$ cat src/rtl/tetris_pkg.sv
// Shared board geometry and the line-clear FSM state encoding, used by
// gamelogic, the renderer and line_clear_ctrl.
package tetris_pkg;

  localparam int BOARD_W = 10;
  localparam int BOARD_H = 20;
  localparam int X_W     = 4;
  localparam int Y_W     = 5;

  localparam logic [2:0] LINES_MAX = 3'd7;

  typedef enum logic [2:0] {
    LC_IDLE      = 3'd0,
    LC_SCAN      = 3'd1,
    LC_CHECK     = 3'd2,
    LC_SHIFT_RD  = 3'd3,
    LC_SHIFT_WR  = 3'd4,
    LC_CLEAR_TOP = 3'd5,
    LC_DONE      = 3'd6
  } lc_state_e;

  function automatic logic [2:0] sat_inc3(input logic [2:0] v);
    if (v == LINES_MAX) begin
      return v;
    end else begin
      return v + 3'd1;
    end
  endfunction

endpackage

$ cat src/rtl/line_clear_ctrl.sv
// Post-lock line clear sequencer: scans rows bottom-up, drops everything above
// each full row by one, blanks row 0 and reports how many rows were removed.
module line_clear_ctrl
  import tetris_pkg::*;
#(
  parameter int W          = BOARD_W,
  parameter int H          = BOARD_H,
  parameter int XW         = X_W,
  parameter int YW         = Y_W,
  parameter int EARLY_EXIT = 1
) (
  input  logic          CLOCK_50,
  input  logic          reset,
  input  logic          start,
  output logic          busy,
  output logic          done,
  output logic [2:0]    lines_cleared,
  output logic [XW-1:0] board_rx,
  output logic [YW-1:0] board_ry,
  input  logic          board_rdata,
  output logic          board_we,
  output logic [XW-1:0] board_wx,
  output logic [YW-1:0] board_wy,
  output logic          board_wdata
);

  localparam logic [XW-1:0] X_LAST   = XW'(W - 1);
  localparam logic [YW-1:0] Y_BOTTOM = YW'(H - 1);

  lc_state_e     state_q, state_d;
  logic [XW-1:0] x_q, x_d;
  logic [YW-1:0] y_q, y_d;
  logic [YW-1:0] r_q, r_d;
  logic          full_q, full_d;
  logic          any_q, any_d;
  logic [2:0]    count_q, count_d;

  logic          busy_q, busy_d;
  logic          done_q, done_d;
  logic [2:0]    lines_q, lines_d;
  logic [XW-1:0] rx_q, rx_d;
  logic [YW-1:0] ry_q, ry_d;
  logic          we_q, we_d;
  logic [XW-1:0] wx_q, wx_d;
  logic [YW-1:0] wy_q, wy_d;
  logic          wdata_q, wdata_d;

  logic          full_in;
  logic          any_in;

  assign full_in = full_q & board_rdata;
  assign any_in  = any_q | board_rdata;

  // Next-state logic for the FSM and its row/column counters and accumulators.
  always_comb begin
    state_d = state_q;
    x_d     = x_q;
    y_d     = y_q;
    r_d     = r_q;
    full_d  = full_q;
    any_d   = any_q;
    count_d = count_q;

    case (state_q)
      LC_IDLE: begin
        if (start) begin
          state_d = LC_SCAN;
          y_d     = Y_BOTTOM;
          x_d     = '0;
          full_d  = 1'b1;
          any_d   = 1'b0;
          count_d = 3'd0;
        end else begin
          state_d = LC_IDLE;
        end
      end

      LC_SCAN: begin
        // rdata lags the address by one cycle, so the x=0 slot holds no cell yet.
        if (x_q == '0) begin
          full_d = 1'b1;
          any_d  = 1'b0;
        end else begin
          full_d = full_in;
          any_d  = any_in;
        end
        if (x_q == X_LAST) begin
          state_d = LC_CHECK;
        end else begin
          x_d = x_q + XW'(1);
        end
      end

      LC_CHECK: begin
        full_d = full_in;
        any_d  = any_in;
        x_d    = '0;
        if (full_in) begin
          count_d = sat_inc3(count_q);
          if (y_q != '0) begin
            state_d = LC_SHIFT_RD;
            r_d     = y_q;
          end else begin
            state_d = LC_CLEAR_TOP;
          end
        end else if ((EARLY_EXIT != 0) && !any_in) begin
          state_d = LC_DONE;
        end else if (y_q == '0) begin
          state_d = LC_DONE;
        end else begin
          y_d     = y_q - YW'(1);
          state_d = LC_SCAN;
        end
      end

      LC_SHIFT_RD: begin
        state_d = LC_SHIFT_WR;
      end

      LC_SHIFT_WR: begin
        if (x_q == X_LAST) begin
          x_d = '0;
          r_d = r_q - YW'(1);
          if (r_q == YW'(1)) begin
            state_d = LC_CLEAR_TOP;
          end else begin
            state_d = LC_SHIFT_RD;
          end
        end else begin
          x_d     = x_q + XW'(1);
          state_d = LC_SHIFT_RD;
        end
      end

      LC_CLEAR_TOP: begin
        // A new row has dropped into y, so rescan it without moving up.
        if (x_q == X_LAST) begin
          x_d     = '0;
          state_d = LC_SCAN;
        end else begin
          x_d = x_q + XW'(1);
        end
      end

      LC_DONE: begin
        state_d = LC_IDLE;
      end

      default: begin
        state_d = LC_IDLE;
      end
    endcase
  end

  // Output register inputs: status and read port follow the next state.
  always_comb begin
    busy_d  = (state_d != LC_IDLE);
    done_d  = (state_d == LC_DONE);
    lines_d = lines_q;
    rx_d    = '0;
    ry_d    = '0;

    if (state_d == LC_DONE) begin
      lines_d = count_d;
    end else begin
      lines_d = lines_q;
    end

    case (state_d)
      LC_SCAN: begin
        rx_d = x_d;
        ry_d = y_d;
      end
      LC_SHIFT_RD: begin
        rx_d = x_d;
        ry_d = r_d - YW'(1);
      end
      default: begin
        rx_d = '0;
        ry_d = '0;
      end
    endcase
  end

  // Write port registers capture this cycle's write so wdata can be a flop
  // holding board_rdata; each write reaches the board one cycle later.
  always_comb begin
    we_d    = 1'b0;
    wx_d    = '0;
    wy_d    = '0;
    wdata_d = 1'b0;

    case (state_q)
      LC_SHIFT_WR: begin
        we_d    = 1'b1;
        wx_d    = x_q;
        wy_d    = r_q;
        wdata_d = board_rdata;
      end
      LC_CLEAR_TOP: begin
        we_d    = 1'b1;
        wx_d    = x_q;
        wy_d    = '0;
        wdata_d = 1'b0;
      end
      default: begin
        we_d    = 1'b0;
        wx_d    = '0;
        wy_d    = '0;
        wdata_d = 1'b0;
      end
    endcase
  end

  // State, counters and registered outputs with synchronous reset.
  always_ff @(posedge CLOCK_50) begin
    if (reset) begin
      state_q <= LC_IDLE;
      x_q     <= '0;
      y_q     <= '0;
      r_q     <= '0;
      full_q  <= 1'b0;
      any_q   <= 1'b0;
      count_q <= 3'd0;
      busy_q  <= 1'b0;
      done_q  <= 1'b0;
      lines_q <= 3'd0;
      rx_q    <= '0;
      ry_q    <= '0;
      we_q    <= 1'b0;
      wx_q    <= '0;
      wy_q    <= '0;
      wdata_q <= 1'b0;
    end else begin
      state_q <= state_d;
      x_q     <= x_d;
      y_q     <= y_d;
      r_q     <= r_d;
      full_q  <= full_d;
      any_q   <= any_d;
      count_q <= count_d;
      busy_q  <= busy_d;
      done_q  <= done_d;
      lines_q <= lines_d;
      rx_q    <= rx_d;
      ry_q    <= ry_d;
      we_q    <= we_d;
      wx_q    <= wx_d;
      wy_q    <= wy_d;
      wdata_q <= wdata_d;
    end
  end

  assign busy          = busy_q;
  assign done          = done_q;
  assign lines_cleared = lines_q;
  assign board_rx      = rx_q;
  assign board_ry      = ry_q;
  assign board_we      = we_q;
  assign board_wx      = wx_q;
  assign board_wy      = wy_q;
  assign board_wdata   = wdata_q;

endmodule

$ cat config.mk
export PLATFORM = sky130hd
export DESIGN_NAME = line_clear_ctrl
export DESIGN_NICKNAME = d
export VERILOG_FILES = /design/src/rtl/tetris_pkg.sv /design/src/rtl/line_clear_ctrl.sv
export SDC_FILE = /design/constraint.sdc
export NUM_CORES = 1
export LEC_CHECK = 0
export ABC_AREA = 1
export CAP_MARGIN = 25
export CORE_ASPECT_RATIO = 2
export CORE_UTILIZATION = 50
export CTS_CLUSTER_DIAMETER = 30
export DETAILED_ROUTE_END_ITERATION = 12
export PLACE_DENSITY = 0.73
export SLEW_MARGIN = 25
export SYNTH_ARGS = -nofsm -noshare
export SYNTH_HDL_FRONTEND = slang
export SYNTH_SLANG_ARGS = --single-unit
$ cat constraint.sdc
create_clock -name CLOCK_50 -period 3.8 [get_ports CLOCK_50]
set_input_delay 0.38 -clock CLOCK_50 [delete_from_list [all_inputs] [get_ports CLOCK_50]]
set_output_delay 0.38 -clock CLOCK_50 [all_outputs]
set_load 0.01 [all_outputs]
==> summary.txt, run 1 <==
Run status
  – Status: complete, no violations

Routing
  – Met2 routed WL: slightly above 3000 um
  – Vias/cell: 5.104
  – Remaining DRCs: 0
  – Drt total wl: between 5000 and 6000 um
  – ANT nets after route: 0
  – Met3 wire length: about 120 um
  – DR vias: roughly 2200
  – DRT Pass-1 Iters: 5
  – First-iteration detailed-routing DRC count: between 50 and 60
  – Top sig layer: met4
  – M1 wire length: about 2200 um
  – DR WL/cell: ~13 um

Logic synthesis
  – Synthesized flop and latch total: 47
  – Cell taking the most area after synthesis: dfxtp_1
  – Post-synthesis sequential area ratio: between 30% and 40%
  – Post-Syn Area: approximately 0.0025 mm2
  – Synth top area cells: dfxtp_1 (38%), nand2_1 (14%), nor2_1 (8.0%)
  – Avg Inst Size Synth: 7.147 um2
  – Netlist cell types: 38
  – YS warnings: 0
  – Mapped Cells: between 300 and 400
  – Synth Net Count: 360
  – Area share of the largest cell type after synthesis: approximately 38%

Layout
  – Final Instance Area: slightly below 0.003 mm2
  – Area delta synth->final: 17.00%
  – Nets: 390
  – Fin util: between 60 and 70%
  – Register area: 940.9 um2
  – Multi-input logic area: around 0.0013 mm2
  – Fillers: 453
  – Share of cells above drive strength 1: a little over an eighth
  – # diodes: 0

Critical path
  – Critical R2R Launch: x_q[1]$_SDFF_PP0_
  – Critical path's most frequent cell: nand2_1
  – CP top delay family: simple AND/OR/NAND/NOR gates
  – Critical path launch point type: flop
  – Critical path buffers and inverters: 2
  – Slowest-stage cell, CP: dfxtp_1
  – Critical Path Start: x_q[1]$_SDFF_PP0_
  – Worst Path Arrival: 2360 ps
  – Worst path cell trace: inv_1 > ha_1 > nand2_1 > nor2_1 > nand2_1 > nand2_1 > nand2_1 > nand2_1 > nand2_1 > inv_1 > ha_1 > nand3_1 > nor2_1 > nand2_1 > nand3_1 > nand2_1
  – WS Path Type: flop to flop
  – Crit path max fanout: 5
  – CP endpoint kind: flop
  – Max stage delay on crit path: 350 ps
  – Worst Path Required: around 4000 ps

Place
  – Port bufs: 28
  – Routability Congestion: 0.8921
  – Post-DP HPWL: around 4400 um
  – Placed Area: around 0.0028 mm2

Global route
  – Vias in the first global route: 2214
  – GRT Total Usage: between 20% and 30%
  – First-pass GRT wire length: 9584 um
  – Overflow after GRT: 0
  – Largest net degree at the start of global routing: 29
  – Initial antenna violation count: 0

Clock network
  – CTS Buf Count: 5
  – TritonCTS Sinks: 47
  – Clock slew at reported path FFs: about 90 ps
  – CTS tree: done
  – Cts hold-fix bufs: 0
  – CTS max path bufs: 2
  – H-tree depth reported by CTS: 2
  – Root Buffer: clkbuf_8
  – Post_cts resized: 0
  – Post-CTS Setup Bufs: 0
  – Clock Latency Late Sink: 300 ps

Die
  – Die Y: slightly above 100 um
  – Site Rows: 35
  – Initial core utilization: about 53%
  – Ports: 29
  – DIE AREA: ~0.0053 mm2
  – Die Width: 51.80 um
  – Core Footprint: 0.004686 mm2

STA
  – Worst-Margin Slew: ~480 ps
  – Tcrit/Tclk final: between 50 and 60%
  – Clk_skew: 12.90 ps
  – Setup TNS: 0 ps
  – Period minus WS final: 2156 ps
  – Final Hold Viols: 0
  – Slew HR: between 60% and 70%
  – Slew Viols, Final: 0
  – F_max: about 0.46 GHz
  – Final setup vio count: 0
  – Unrepaired setup endpoints after global routing: no

Power and ir drop
  – IR drop worst, VDD: about 0.32 mV
  – Leak: between 1 and 1.5 nW
  – PwrDens: 336.8 mW/mm2

Hold path
  – Hold path startpoint: r_q[4]$_SDFF_PP0_
  – Hold Path Class: flop to flop

Job
  – Total of max-cap violations: 0
registers in the layout, summed over array words and instances, names as in the netlist:
name and count:
any_q 1, board_rx 4, board_ry 5, board_wdata 1, board_we 1, board_wx 4, board_wy 5, busy 1
count_q 3, done 1, full_q 1, lines_cleared 3, r_q 5, state_q 3, x_q 4, y_q 5
worst paths after layout:
check	endpoint	slack, ps	cells past startpoint
worst max-delay path	board_ry[4]$_SDFF_PP0_	1640	16
worst min-delay path	board_wy[4]$_SDFF_PP0_	460	2
worst max register to register	board_ry[4]$_SDFF_PP0_	1640	16
worst min register to register	board_wy[4]$_SDFF_PP0_	460	2
layout make-up:
type	instances	area share, %
multi-input cells	248	45.71
flip-flops and latches	47	32.43
well taps	55	2.372
inverters	46	6.037
repair buffers	29	9.918
clock inverters	1	1.035
clock buffers	6	2.501
through the flow:
stage | worst slack [ps] | power (mW) | hold WS [ps] | instances
final | 1644 | 0.9772 | 457.5 | 432
after global routing | 1412 | 1.013 | 480.4 | 432
after CTS | 1650 | 0.9831 | 457.4 | 432
after detailed placement | 1451 | 0.6330 | 443.6 | 425
after global placement | 1493 | 0.6323 | 442.0 | 425
after floorplan | 1978 | 0.5994 | 421.2 | 347
synth_stat cells:
cell type   n
a21oi_1    13
a21oi_2     2
a21oi_4     1
a221oi_1    1
a31oi_1     2
and2_1      1
buf_4       2
buf_6       1
clkbuf_1    3
dfxtp_1    47
ha_1        9
inv_1      33
inv_2      12
inv_4       1
nand2_1    92
nand2_2     5
nand2_4     1
nand2_8     1
nand2b_1    1
nand3_1    22
nand3_2     5
nand3_4     3
nand4_1     5
nand4_2     1
nor2_1     53
nor2_2      5
nor2_4      3
nor3_1      4
nor3_2      2
nor3_4      1
o211ai_1    2
o21a_1      1
o21ai_0     6
o21ai_1     1
o22ai_1     1
o31ai_1     2
xnor2_1     1
xor2_1      1
report_power, final:
part / internal (mW) / switching [mW]
Combinational: 0.0391 / 0.0729
Clock: 0.193 / 0.163
Sequential: 0.503 / 0.00665
Total: 0.735 / 0.242
kinds of logic (layout without fill, tap and decap cells):
kind of cell | after synthesis | after routing | share of synthesized area (%)
adder cells (fa/ha/maj) | 9 | 9 | 4.541
AND/OR/NAND/NOR | 205 | 205 | 40.21
XOR/XNOR | 2 | 2 | 0.7065
buffers and inverters | 52 | 82 | 8.577
AO/OA/AOI/OAI | 32 | 32 | 8.022
flip-flops | 47 | 47 | 37.94
layer usage:
metal | vias up | track usage [%]
met2 | 44 | 44.96
met5 | - | 0
met3 | 17 | 4.354
li1 | 1152 | -
met1 | 992 | 25.23
met4 | 0 | 12.89
placed cells by master (no fill, tap or decap), types with 2 or more instances in the layout:
cell type,instances
a21oi_1,13
a21oi_2,2
a31oi_1,2
clkbuf_8,5
clkdlybuf4s50_1,28
dfxtp_1,47
ha_1,9
inv_1,33
inv_2,12
nand2_1,92
nand2_2,5
nand3_1,22
nand3_2,5
nand3_4,3
nand4_1,5
nor2_1,53
nor2_2,5
nor2_4,3
nor3_1,4
nor3_2,2
o211ai_1,2
o21ai_0,6
o31ai_1,2
worst reg2reg max path, delay by kind of cell (launching register included):
kind / cells / cell delay (ps)
flops: 1 / 350
fa+ha+maj: 2 / 380
buf+inv: 2 / 190
simple gates: 12 / 1150
No activity file was read; power rests on OpenSTA's default activity.
==> run 2: changes to the inputs <==
Clock period 3.8 ns to 2.1 ns, I/O delays scaled along.
==> run 2 against run 1 <==
Register-to-register slack got worse by 1500 ps. Non-clock buffer count rose by 11. Largest power group unchanged. Global-route usage increased by 0.44 points. Core utilization increased by 1.8 points. Sequential power up 81%.
==> summary.txt, run 2 (synthesis results as in run 1) <==
Clock network
  – Clock Latency Late Sink: 300 ps (about the same)
  – Root Buffer: clkbuf_8
  – CTS Buf Count: 5 (unchanged)
  – Cts hold-fix bufs: 0 (unchanged)
  – TritonCTS Sinks: 47 (unchanged)
  – Clock slew at reported path FFs: 80 ps (about the same)
  – H-tree depth reported by CTS: 2 (unchanged)
  – CTS tree: done
  – CTS max path bufs: 2 (unchanged)

Layout
  – Final Instance Area: 0.002985 mm2 (+2.9%)
  – # diodes: 0 (unchanged)
  – Area delta synth->final: 20.38%
  – Leading cell types in the layout, fill and taps excluded: nand2_1 (92), nor2_1 (51), dfxtp_1 (46), inv_1 (33), clkdlybuf4s50_1 (28)
  – Nets: 401 (+2.8%)
  – Commonest non-fill, non-tap cell in the layout: nand2_1
  – Fillers: 457 (+0.88%)
  – Post-Layout Cell Count: 443 (+2.5%)
  – Share of cells above drive strength 1: 17.27% (+4.0 points)

Routing
  – Vias/cell: 5.217 (+2.2%)
  – ANT nets after route: 0 (unchanged)
  – DR vias: 2311 (+4.8%)
  – DR WL/cell: 13.30 um (+2.6%)
  – DRT Pass-1 Iters: 4 (-1)
  – First-iteration detailed-routing DRC count: 51 (-5.6%)
  – Drt total wl: 5890 um (+5.2%)
  – Remaining DRCs: 0 (unchanged)

Critical path
  – Critical R2R Launch: state_q[1]$_SDFF_PP0_
  – Worst-case reg-to-reg path depth: 12 (-4)
  – Critical path launch point type: flop
  – Crit path max fanout: 11 (+6)
  – R2R Path End: board_ry[4]$_SDFF_PP0_
  – Worst Path Arrival: 2110 ps (-250 ps)
  – WS Path Type: flop to flop
  – R2R setup slack: 190 ps (-1460 ps)
  – Worst Path Required: 2300 ps (-1700 ps)
  – CP endpoint kind: flop

Global route
  – GRT Total Usage: 24.92% (+0.44 points)
  – Vias in the first global route: 2333 (+5.4%)
  – Largest net degree at the start of global routing: 28 (-3.4%)
  – Overflow after GRT: 0 (unchanged)
  – Initial antenna violation count: 0 (unchanged)
  – First-pass GRT wire length: 9729 um (+1.5%)

Place
  – Placed Cells: 434 (+2.1%)
  – Post-DP HPWL: 4595 um (+4.0%)
  – Placed Area: 0.002867 mm2 (+2.4%)
  – Pre-CTS WS: 104.0 ps (-1347 ps)
  – Port bufs: 28 (unchanged)
  – Routability Congestion: 0.9294 (+4.2%)

Die
  – Site Rows: 35 (unchanged)
  – Die Y: 101.6 um (unchanged)
  – Initial core utilization: 52.92% (unchanged)
  – Core Footprint: 0.004686 mm2 (unchanged)
  – DIE AREA: 0.005263 mm2 (unchanged)
  – Ports: 29 (unchanged)
  – Die Width: 51.80 um (unchanged)

Power and ir drop
  – IR drop worst, VDD: 0.6073 mV (+92%)
  – PwrDens: 564.3 mW/mm2 (+68%)
  – Leak: 1.276 nW (+3.5%)
  – Overall Power: 1.685 mW (+72%)

Hold path
  – Min-Delay Endpoint: board_wy[4]$_SDFF_PP0_
  – Hold Path Class: flop to flop
  – Hold depth: 2 (unchanged)
  – Hold path startpoint: r_q[4]$_SDFF_PP0_

STA
  – Worst-Margin Slew: 420.2 ps (-61.48 ps)
  – Clk_skew: 4.638 ps (-8.267 ps)
  – Period minus WS final: 1912 ps (-244.2 ps)
  – F_max: 0.5229 GHz (+13%)
  – Final setup vio count: 0 (unchanged)
  – Tcrit/Tclk final: 91.06% (+34 points)
  – Setup TNS: 0 ps (unchanged)
  – Final Hold Viols: 0 (unchanged)
  – Slew Viols, Final: 0 (unchanged)
  – Slew HR: 71.99% (+4.1 points)
  – Setup ws final: 187.8 ps (-1456 ps)

Run status
  – Status: complete, no violations

Job
  – Total of max-cap violations: 0 (unchanged)
## run 2: cell count changes in the layout (fill, tap and decap cells not counted), sizes merged
cell | before | now
buf | 1 | 12
bufinv | 1 | 0
clkinv | 0 | 1
## run 2: where the power goes
part	total (mW)	internal [mW]	switching, mW	leakage (nW)
clock	0.554	0.259	0.295	0.0470
sequential	0.922	0.910	0.0124	0.381
combinational	0.209	0.0761	0.133	0.847
total	1.68	1.24	0.440	1.28
## run 2: area by class of cell
class                      count  area [um2]  share of cell area (%)
multi-input combinational    248        1341                   44.93
clock buffer                   6       82.58                   2.766
tap                           55       68.82                   2.305
inverter                      46       175.2                   5.868
sequential                    47       942.2                   31.56
timing repair buffer          40       370.4                   12.41
clock inverter                 1       5.005                  0.1676
## run 2: routing by layer
metal	GRT usage [%]	part of all wire, %	wire length (um)
met2	46.85	56	3275
met3	5.105	2.8	162
met1	22.17	36	2148
met5	0	0	0
met4	17.88	5.1	303
## run 2: worst max-delay path by stage
stage                               start                     end  slack, ps
floorplan               y_q[0]$_SDFF_PP0_  board_ry[4]$_SDFF_PP0_        280
global placement              board_rdata  board_ry[4]$_SDFF_PP0_        110
detailed placement            board_rdata  board_ry[4]$_SDFF_PP0_        100
CTS                     y_q[0]$_SDFF_PP0_  board_ry[4]$_SDFF_PP0_        140
global route            y_q[0]$_SDFF_PP0_  board_ry[4]$_SDFF_PP0_         -9
finish              state_q[1]$_SDFF_PP0_  board_ry[4]$_SDFF_PP0_        190
## run 2: worst max-delay path: stages (launching register included)
cell,delay (ps)
dfxtp_1,500
nand3_2,240
inv_2,260
nand3_1,110
nand2_1,120
inv_1,70
ha_1,190
inv_1,70
nor2_1,50
nand2_1,50
nand2_1,40
nand3_1,50
nand2_1,50
## run 2: what timing repair did
| action | CTS | global route |
|---|---|---|
| resized for setup | 0 | 6 |
| endpoints found under the hold margin | 0 | 0 |
| setup endpoints to repair | 0 | 2 |
| buffers inserted | 0 | 2 |
## run 2: per-stage QoR
stage	hold slack [ps]	utilization (%)
after CTS	449.8	63.04
after floorplan	322.2	-
after detailed placement	436.2	61.17
final	452.4	63.71
after global placement	436.5	61.17
after global routing	481.9	63.71
